### src/rtl/bu_diag_pipe.sv
// bu_diag_pipe: (a - b)^2 single-precision pipeline with tag/index tracking and sticky flags.
// Denormal operands and results are flushed to zero; rounding is nearest-even.
module bu_diag_dly #(parameter int W = 1, parameter int N = 1) (
    input  logic         clock,
    input  logic         aclr,
    input  logic         clk_en,
    input  logic [W-1:0] d,
    output logic [W-1:0] q
);
    logic [W-1:0] s [N];
    always_ff @(posedge clock)
        if (aclr) begin
            for (int i = 0; i < N; i++) s[i] <= '0;
        end else if (clk_en) begin
            s[0] <= d;
            for (int i = 1; i < N; i++) s[i] <= s[i-1];
        end
    assign q = s[N-1];
endmodule

module fpsub #(parameter int LAT = 7) (
    input  logic        clock,
    input  logic        aclr,
    input  logic        clk_en,
    input  logic [31:0] dataa,
    input  logic [31:0] datab,
    output logic [31:0] result,
    output logic        overflow,
    output logic        underflow
);
    logic [31:0] x, y, r;
    logic [7:0] d;
    logic [26:0] mx, sh, n;
    logic [53:0] al;
    logic [27:0] s;
    logic [4:0] lz;
    logic [24:0] m;
    logic signed [9:0] e;
    logic up, ov, un, swp;
    always_comb begin
        swp = dataa[30:0] < datab[30:0];
        x = swp ? {~datab[31], datab[30:0]} : dataa;
        y = swp ? dataa : {~datab[31], datab[30:0]};
        d = x[30:23] - y[30:23];
        mx = {|x[30:23], x[22:0], 3'b0};
        al = {|y[30:23], y[22:0], 30'b0} >> d;
        sh = (d < 8'd27) ? {al[53:28], al[27] | (|al[26:0])} : {26'b0, |y[30:23]};
        s = (x[31] ^ y[31]) ? {1'b0, mx} - {1'b0, sh} : {1'b0, mx} + {1'b0, sh};
        lz = '0;
        for (int i = 0; i < 27; i++) if (s[i]) lz = 5'(26 - i);
        n = s[27] ? {s[27:2], s[1] | s[0]} : s[26:0] << lz;
        up = n[2] & (n[3] | n[1] | n[0]);
        m = {1'b0, n[26:3]} + 25'(up);
        e = 10'(x[30:23]) + 10'(s[27]) + 10'(m[24]) - 10'(lz);
        ov = 1'b0;
        un = 1'b0;
        if (x[30:23] == 8'hFF)
            r = (|x[22:0] || (x[30:0] == y[30:0] && x[31] != y[31])) ? 32'h7FC0_0000 : {x[31], 8'hFF, 23'b0};
        else if (s == '0 || x[30:23] == 8'h00)
            r = '0;
        else if (e >= 10'sd255) begin
            r = {x[31], 8'hFF, 23'b0};
            ov = 1'b1;
        end else if (e <= 10'sd0) begin
            r = {x[31], 31'b0};
            un = 1'b1;
        end else
            r = {x[31], e[7:0], m[22:0]};
    end
    bu_diag_dly #(.W(34), .N(LAT)) u_dly (
        .clock(clock), .aclr(aclr), .clk_en(clk_en),
        .d({ov, un, r}), .q({overflow, underflow, result})
    );
endmodule

module fpsquare #(parameter int LAT = 16) (
    input  logic        clock,
    input  logic        aclr,
    input  logic        clk_en,
    input  logic [31:0] data,
    output logic [31:0] result,
    output logic        zero,
    output logic        overflow,
    output logic        underflow
);
    logic [23:0] f;
    logic [47:0] p;
    logic [24:0] t, m;
    logic signed [10:0] e;
    logic [31:0] r;
    logic up, ov, un, z;
    always_comb begin
        f = {|data[30:23], data[22:0]};
        p = f * f;
        t = p[47] ? p[47:23] : p[46:22];
        up = t[0] & (t[1] | (p[47] ? |p[22:0] : |p[21:0]));
        m = {1'b0, t[24:1]} + 25'(up);
        e = 11'({data[30:23], 1'b0}) - 11'd127 + 11'(p[47]) + 11'(m[24]);
        ov = 1'b0;
        un = 1'b0;
        if (data[30:23] == 8'hFF)
            r = (|data[22:0]) ? 32'h7FC0_0000 : 32'h7F80_0000;
        else if (data[30:23] == 8'h00)
            r = '0;
        else if (e >= 11'sd255) begin
            r = 32'h7F80_0000;
            ov = 1'b1;
        end else if (e <= 11'sd0) begin
            r = '0;
            un = 1'b1;
        end else
            r = {1'b0, e[7:0], m[22:0]};
        z = r[30:0] == '0;
    end
    bu_diag_dly #(.W(35), .N(LAT)) u_dly (
        .clock(clock), .aclr(aclr), .clk_en(clk_en),
        .d({z, ov, un, r}), .q({zero, overflow, underflow, result})
    );
endmodule

module bu_diag_pipe #(
    parameter int SUB_LAT = 7,
    parameter int SQR_LAT = 16,
    parameter int VEC_LEN = 4,
    parameter int TAG_W = 4,
    localparam int IW = VEC_LEN > 1 ? $clog2(VEC_LEN) : 1,
    localparam int FW = $clog2(SUB_LAT + SQR_LAT + 1)
) (
    input  logic             clock,
    input  logic             aclr,
    input  logic             clk_en,
    input  logic             in_valid,
    input  logic [31:0]      data_a,
    input  logic [31:0]      data_b,
    input  logic [TAG_W-1:0] in_tag,
    input  logic             clear_status,
    output logic [31:0]      result,
    output logic             out_valid,
    output logic             out_last,
    output logic             zero,
    output logic             overflow,
    output logic             underflow,
    output logic [TAG_W-1:0] out_tag,
    output logic [IW-1:0]    out_index,
    output logic             sticky_ovf,
    output logic             sticky_unf,
    output logic [FW-1:0]    inflight,
    output logic             busy
);
    localparam int L = SUB_LAT + SQR_LAT;
    localparam logic [IW-1:0] LAST = IW'(VEC_LEN - 1);
    logic acc, done, sub_ovf, sub_unf, d_ovf, d_unf, sq_zero, sq_ovf, sq_unf;
    logic [31:0] diff, sq;
    logic [IW-1:0] idx;
    assign acc = in_valid & clk_en;
    fpsub #(.LAT(SUB_LAT)) u_sub (
        .clock(clock), .aclr(aclr), .clk_en(clk_en), .dataa(data_a), .datab(data_b),
        .result(diff), .overflow(sub_ovf), .underflow(sub_unf)
    );
    fpsquare #(.LAT(SQR_LAT)) u_sqr (
        .clock(clock), .aclr(aclr), .clk_en(clk_en), .data(diff),
        .result(sq), .zero(sq_zero), .overflow(sq_ovf), .underflow(sq_unf)
    );
    // subtractor flags must wait out the squarer latency to line up with its result
    bu_diag_dly #(.W(2), .N(SQR_LAT)) u_flg (
        .clock(clock), .aclr(aclr), .clk_en(clk_en),
        .d({sub_ovf, sub_unf}), .q({d_ovf, d_unf})
    );
    bu_diag_dly #(.W(1 + TAG_W + IW), .N(L)) u_ctl (
        .clock(clock), .aclr(aclr), .clk_en(clk_en),
        .d({acc, in_tag, idx}), .q({out_valid, out_tag, out_index})
    );
    assign out_last = out_valid & (out_index == LAST);
    assign result = out_valid ? sq : 32'd0;
    assign zero = out_valid & sq_zero;
    assign overflow = out_valid & (d_ovf | sq_ovf);
    assign underflow = out_valid & (d_unf | sq_unf);
    // a held output is retired only on the enabled edge that moves it on
    assign done = out_valid & clk_en;
    assign busy = inflight != '0;
    always_ff @(posedge clock)
        if (aclr) begin
            idx <= '0;
            inflight <= '0;
            sticky_ovf <= 1'b0;
            sticky_unf <= 1'b0;
        end else begin
            if (acc) idx <= (idx == LAST) ? '0 : idx + 1'b1;
            inflight <= inflight + FW'(acc) - FW'(done);
            sticky_ovf <= (done & overflow) | (sticky_ovf & ~clear_status);
            sticky_unf <= (done & underflow) | (sticky_unf & ~clear_status);
        end
endmodule
### config.mk
export PLATFORM = sky130hd
export DESIGN_NAME = bu_diag_pipe
export DESIGN_NICKNAME = d
export VERILOG_FILES = /design/src/rtl/bu_diag_pipe.sv
export SDC_FILE = /design/constraint.sdc
export NUM_CORES = 2
export LEC_CHECK = 0
export CORE_UTILIZATION = 25
export CTS_BUF_LIST = sky130_fd_sc_hd__clkbuf_16
export CTS_CLUSTER_DIAMETER = 30
export DETAILED_ROUTE_END_ITERATION = 16
export RECOVER_POWER = 100
export SYNTH_ARGS = -nofsm -noshare
export SYNTH_HDL_FRONTEND = slang
export SYNTH_SLANG_ARGS = --single-unit
### constraint.sdc
create_clock -name clock -period 54.8 [get_ports clock]
set_input_delay 16.44 -clock clock [delete_from_list [all_inputs] [get_ports clock]]
set_output_delay 16.44 -clock clock [all_outputs]
set_load 0.02 [all_outputs]
==> Flow_metrics.wiki <==
{| class="wikitable"
! Metric !! Value
|-
| Status || complete, but fails checks
|-
| Violations in the final reports || capacitance limit, slew limit
|-
| Top FF cell, synth || edfxtp_1
|-
| Final clock skew || 70.7 ps
|-
| Routed wire length || 151 mm
|-
| Worst Max-Slew Pin Slew || 10450 ps
|-
| Die height || 511 µm
|-
| Reg-to-Reg Start || u_sub.u_dly.s[6][2]
|-
| Setup repair after global routing missed its margin || false
|-
| Worst-case hold slack || 466 ps
|-
| Yosys synthesis warning count || 0
|-
| Fmax || 28.0 MHz
|-
| Min-Delay Path Class || flip-flop to flip-flop
|-
| Post-synthesis register bit count || 977
|-
| H-tree level count || 4
|-
| Worst Hold Launch || u_sqr.u_dly.s[0][7]
|-
| Pin count of the biggest net entering global routing || 261
|-
| Number of violations reported at the end of detailed-routing iteration 0 || 2823
|-
| GRT Total Usage || 11.4%
|-
| Post-synth ARST share || 0%
|-
| Total inserted antenna cells || 0
|-
| Logic pwr share || 42.0%
|-
| Leakage power || 30.7 nW
|-
| Initial antenna violation count || 1
|-
| Cell area after placement || 0.0696 mm²
|-
| Clk_lat worst skew || 760 ps
|-
| Max FO, Critical Path || 30
|-
| First-pass GRT wire length || 241 mm
|-
| Number of enable-type register cells in the synthesized netlist || 968
|-
| Clk network pwr share || 30.4%
|-
| Detailed placer's ending HPWL || 107 mm
|-
| CP startpoint kind || input pin
|-
| Final count of pins violating max slew || 1924
|-
| Arr. time, crit path || 36370 ps
|-
| Setup tns final || 0 ps
|-
| Average wire length per cell after detail routing || 16.1 µm
|-
| Cell area after synthesis || 0.0647 mm²
|-
| Post-Syn Area per Cell || 11.3 µm²
|-
| Power density cells || 43.7 mW/mm²
|-
| Post-layout net count || 6611
|-
| WP data required || 55400 ps
|-
| Post-route DRC violation count || 0
|-
| Global-route congestion overflow total || 0
|-
| Ranking of synthesized cells by instance count || edfxtp_1, and2_1, inv_1, fa_1, nand2_1
|-
| Hold-fix buffers, CTS || 0
|-
| Cell types occupying the most area after synthesis || edfxtp_1, fa_1, and2_1
|-
| Die Area || 0.261 mm²
|-
| Area fraction of the dominant cell type after synthesis || 44.9%
|-
| Rows || 186
|-
| Detail-routed via count per cell || 4.47
|-
| Number of maximum-capacitance constraint violations || 21
|-
| Period utilization || 65.3%
|-
| Final Hold Vio Count || 0
|-
| CTS clk-pin slew, worst paths || 50 ps
|-
| Remaining antenna violation count || 0
|-
| CTS sink cnt || 977
|-
| I/O pin total || 124
|-
| Library cell occupying the most area in the post-synthesis netlist || edfxtp_1
|-
| Number of cells upsized or downsized after cts || 0
|-
| Routability congestion estimate from global placement || 0.885
|-
| Total CTS buffers || 161
|-
| Path type of the worst setup path || input pin to flip-flop
|-
| TritonCTS clock tree || built
|-
| Worst Setup End Kind || flip-flop
|-
| Number of fillers in the final layout || 26267
|-
| Area added between synthesis and finish || 16.0%
|-
| Internal power consumption || 2.04 mW
|-
| IO buf count || 122
|-
| Delay of the slowest cell on the worst path || 1060 ps
|-
| # setup viols final || 0
|-
| Switching portion of total power || 37.8%
|-
| Initial core utilization || 25.2%
|-
| Cell with the largest stage delay on the worst path || nor4b_1
|-
| Post-Synthesis Net Count || 6522
|-
| Finished Cell Area || 0.0750 mm²
|-
| Setup bufs post-CTS || 0
|-
| Fraction of layout instances using a drive strength above 1 || 7.77%
|-
| Number of cells produced by synthesis || 5737
|-
| Worst slew margin || -597%
|-
| Number of global-route vias before repair || 42481
|-
| Setup crit start || data_b[23]
|-
| Sequential share of power || 27.5%
|-
| Overall via count from detail_route || 41732
|-
| TritonRoute pass-1 iters || 6
|-
| CTS Root Cell || clkbuf_16
|-
| Final period demand of the worst path || 35770 ps
|-
| Maximum number of buffers from clock root to sink || 3
|-
| Synth cell types || 129
|-
| Std-Cell Core Area || 0.257 mm²
|-
| Count leader, synth || edfxtp_1
|-
| IR Drop Worst-Case VDD || 73.8 µV
|-
| Die width || 511 µm
|-
| Switching pwr || 1.24 mW
|-
| Sequential element share of the synthesized area || 45.2%
|}
[kinds of logic (layout without fill, tap and decap cells)]
| family | Yosys count | in the layout | share of synthesized area (%) |
|---|---|---|---|
| fa+ha+maj | 712 | 712 | 18.7 |
| buf+inv | 912 | 1135 | 5.52 |
| xor+xnor | 137 | 137 | 1.86 |
| simple gates | 2115 | 2115 | 18.3 |
| mux | 78 | 78 | 1.82 |
| compound gates | 805 | 805 | 8.55 |
| other cells | 1 | 1 | 0.00580 |
| flops | 977 | 977 | 45.2 |
[cell usage in the layout, fill, tap and decap left out, types with 40 or more instances in the layout]
master           count
a21oi_1            225
nor3_1              79
a211oi_1            40
a21o_1              55
xnor2_1             84
and2_0             382
buf_4               60
xor2_1              49
ha_1               287
nand3_1             96
clkbuf_16          161
inv_1              650
edfxtp_1           968
o21ai_0            139
nor2b_1            298
and2_1             441
fa_1               425
clkdlybuf4s50_1     77
nor2_1             258
nand2_1            315
dlygate4sd3_1       44
[through the flow]
stage	setup slack [ps]	instances	power [mW]	utilization, %
after global placement	20530	9047	2.28	27.1
after floorplan	25150	5737	1.95	-
after global routing	17330	9344	3.52	29.2
final	19030	9344	3.28	29.2
after detailed placement	20430	9047	2.29	27.1
after CTS	21230	9344	3.31	29.3
[critical path: cells and delay by family]
family / cells / cell delay (ps)
simple gates: 22 / 6150
fa+ha+maj: 8 / 3010
mux: 2 / 1210
compound gates: 28 / 6890
buf+inv: 8 / 2380
xor+xnor: 1 / 230
[state kept, by name (all words and copies together), names as in the netlist]
signal,count
idx,2
sticky_ovf,1
sticky_unf,1
inflight,5
u_sqr.u_dly.s,544
u_ctl.s,161
u_sub.u_dly.s,231
u_flg.s,32
[final timing paths]
path | depth (start not counted) | to | slack (ps)
max reg2reg | 59 | u_sqr.u_dly.s[0][22] | 39380
min | 1 | u_sqr.u_dly.s[0][42] | 470
max | 69 | u_sub.u_dly.s[0][22] | 19030
min reg2reg | 1 | u_sqr.u_dly.s[0][42] | 470
[per-layer routing]
metal  vias to the layer above  track usage [%]  part of all wire (%)
met2                       891             19.7                    49
li1                      19796                -                     -
met4                         0             3.69                   2.7
met1                     20804             14.7                    44
met5                         -                0                     0
met3                       241             1.49                   3.6
[power groups by stage]
stage	Combinational, mW	Clock (mW)	Sequential, mW
global placement	1.37	0	0.912
global route	1.56	1.06	0.909
finish	1.38	0.997	0.903
floorplan	1.03	0	0.925
CTS	1.39	1.02	0.899
detailed placement	1.38	0	0.913
[final cells by class]
class	instances	area, µm²	share of cell area [%]
tap	3384	4230	5.64
multi-input combinational	3848	31900	42.5
sequential	977	29200	39.0
clock buffer	161	4030	5.37
inverter	637	2390	3.19
clock inverter	136	1510	2.01
timing repair buffer	201	1740	2.32
(Power assumes the default switching activity.)
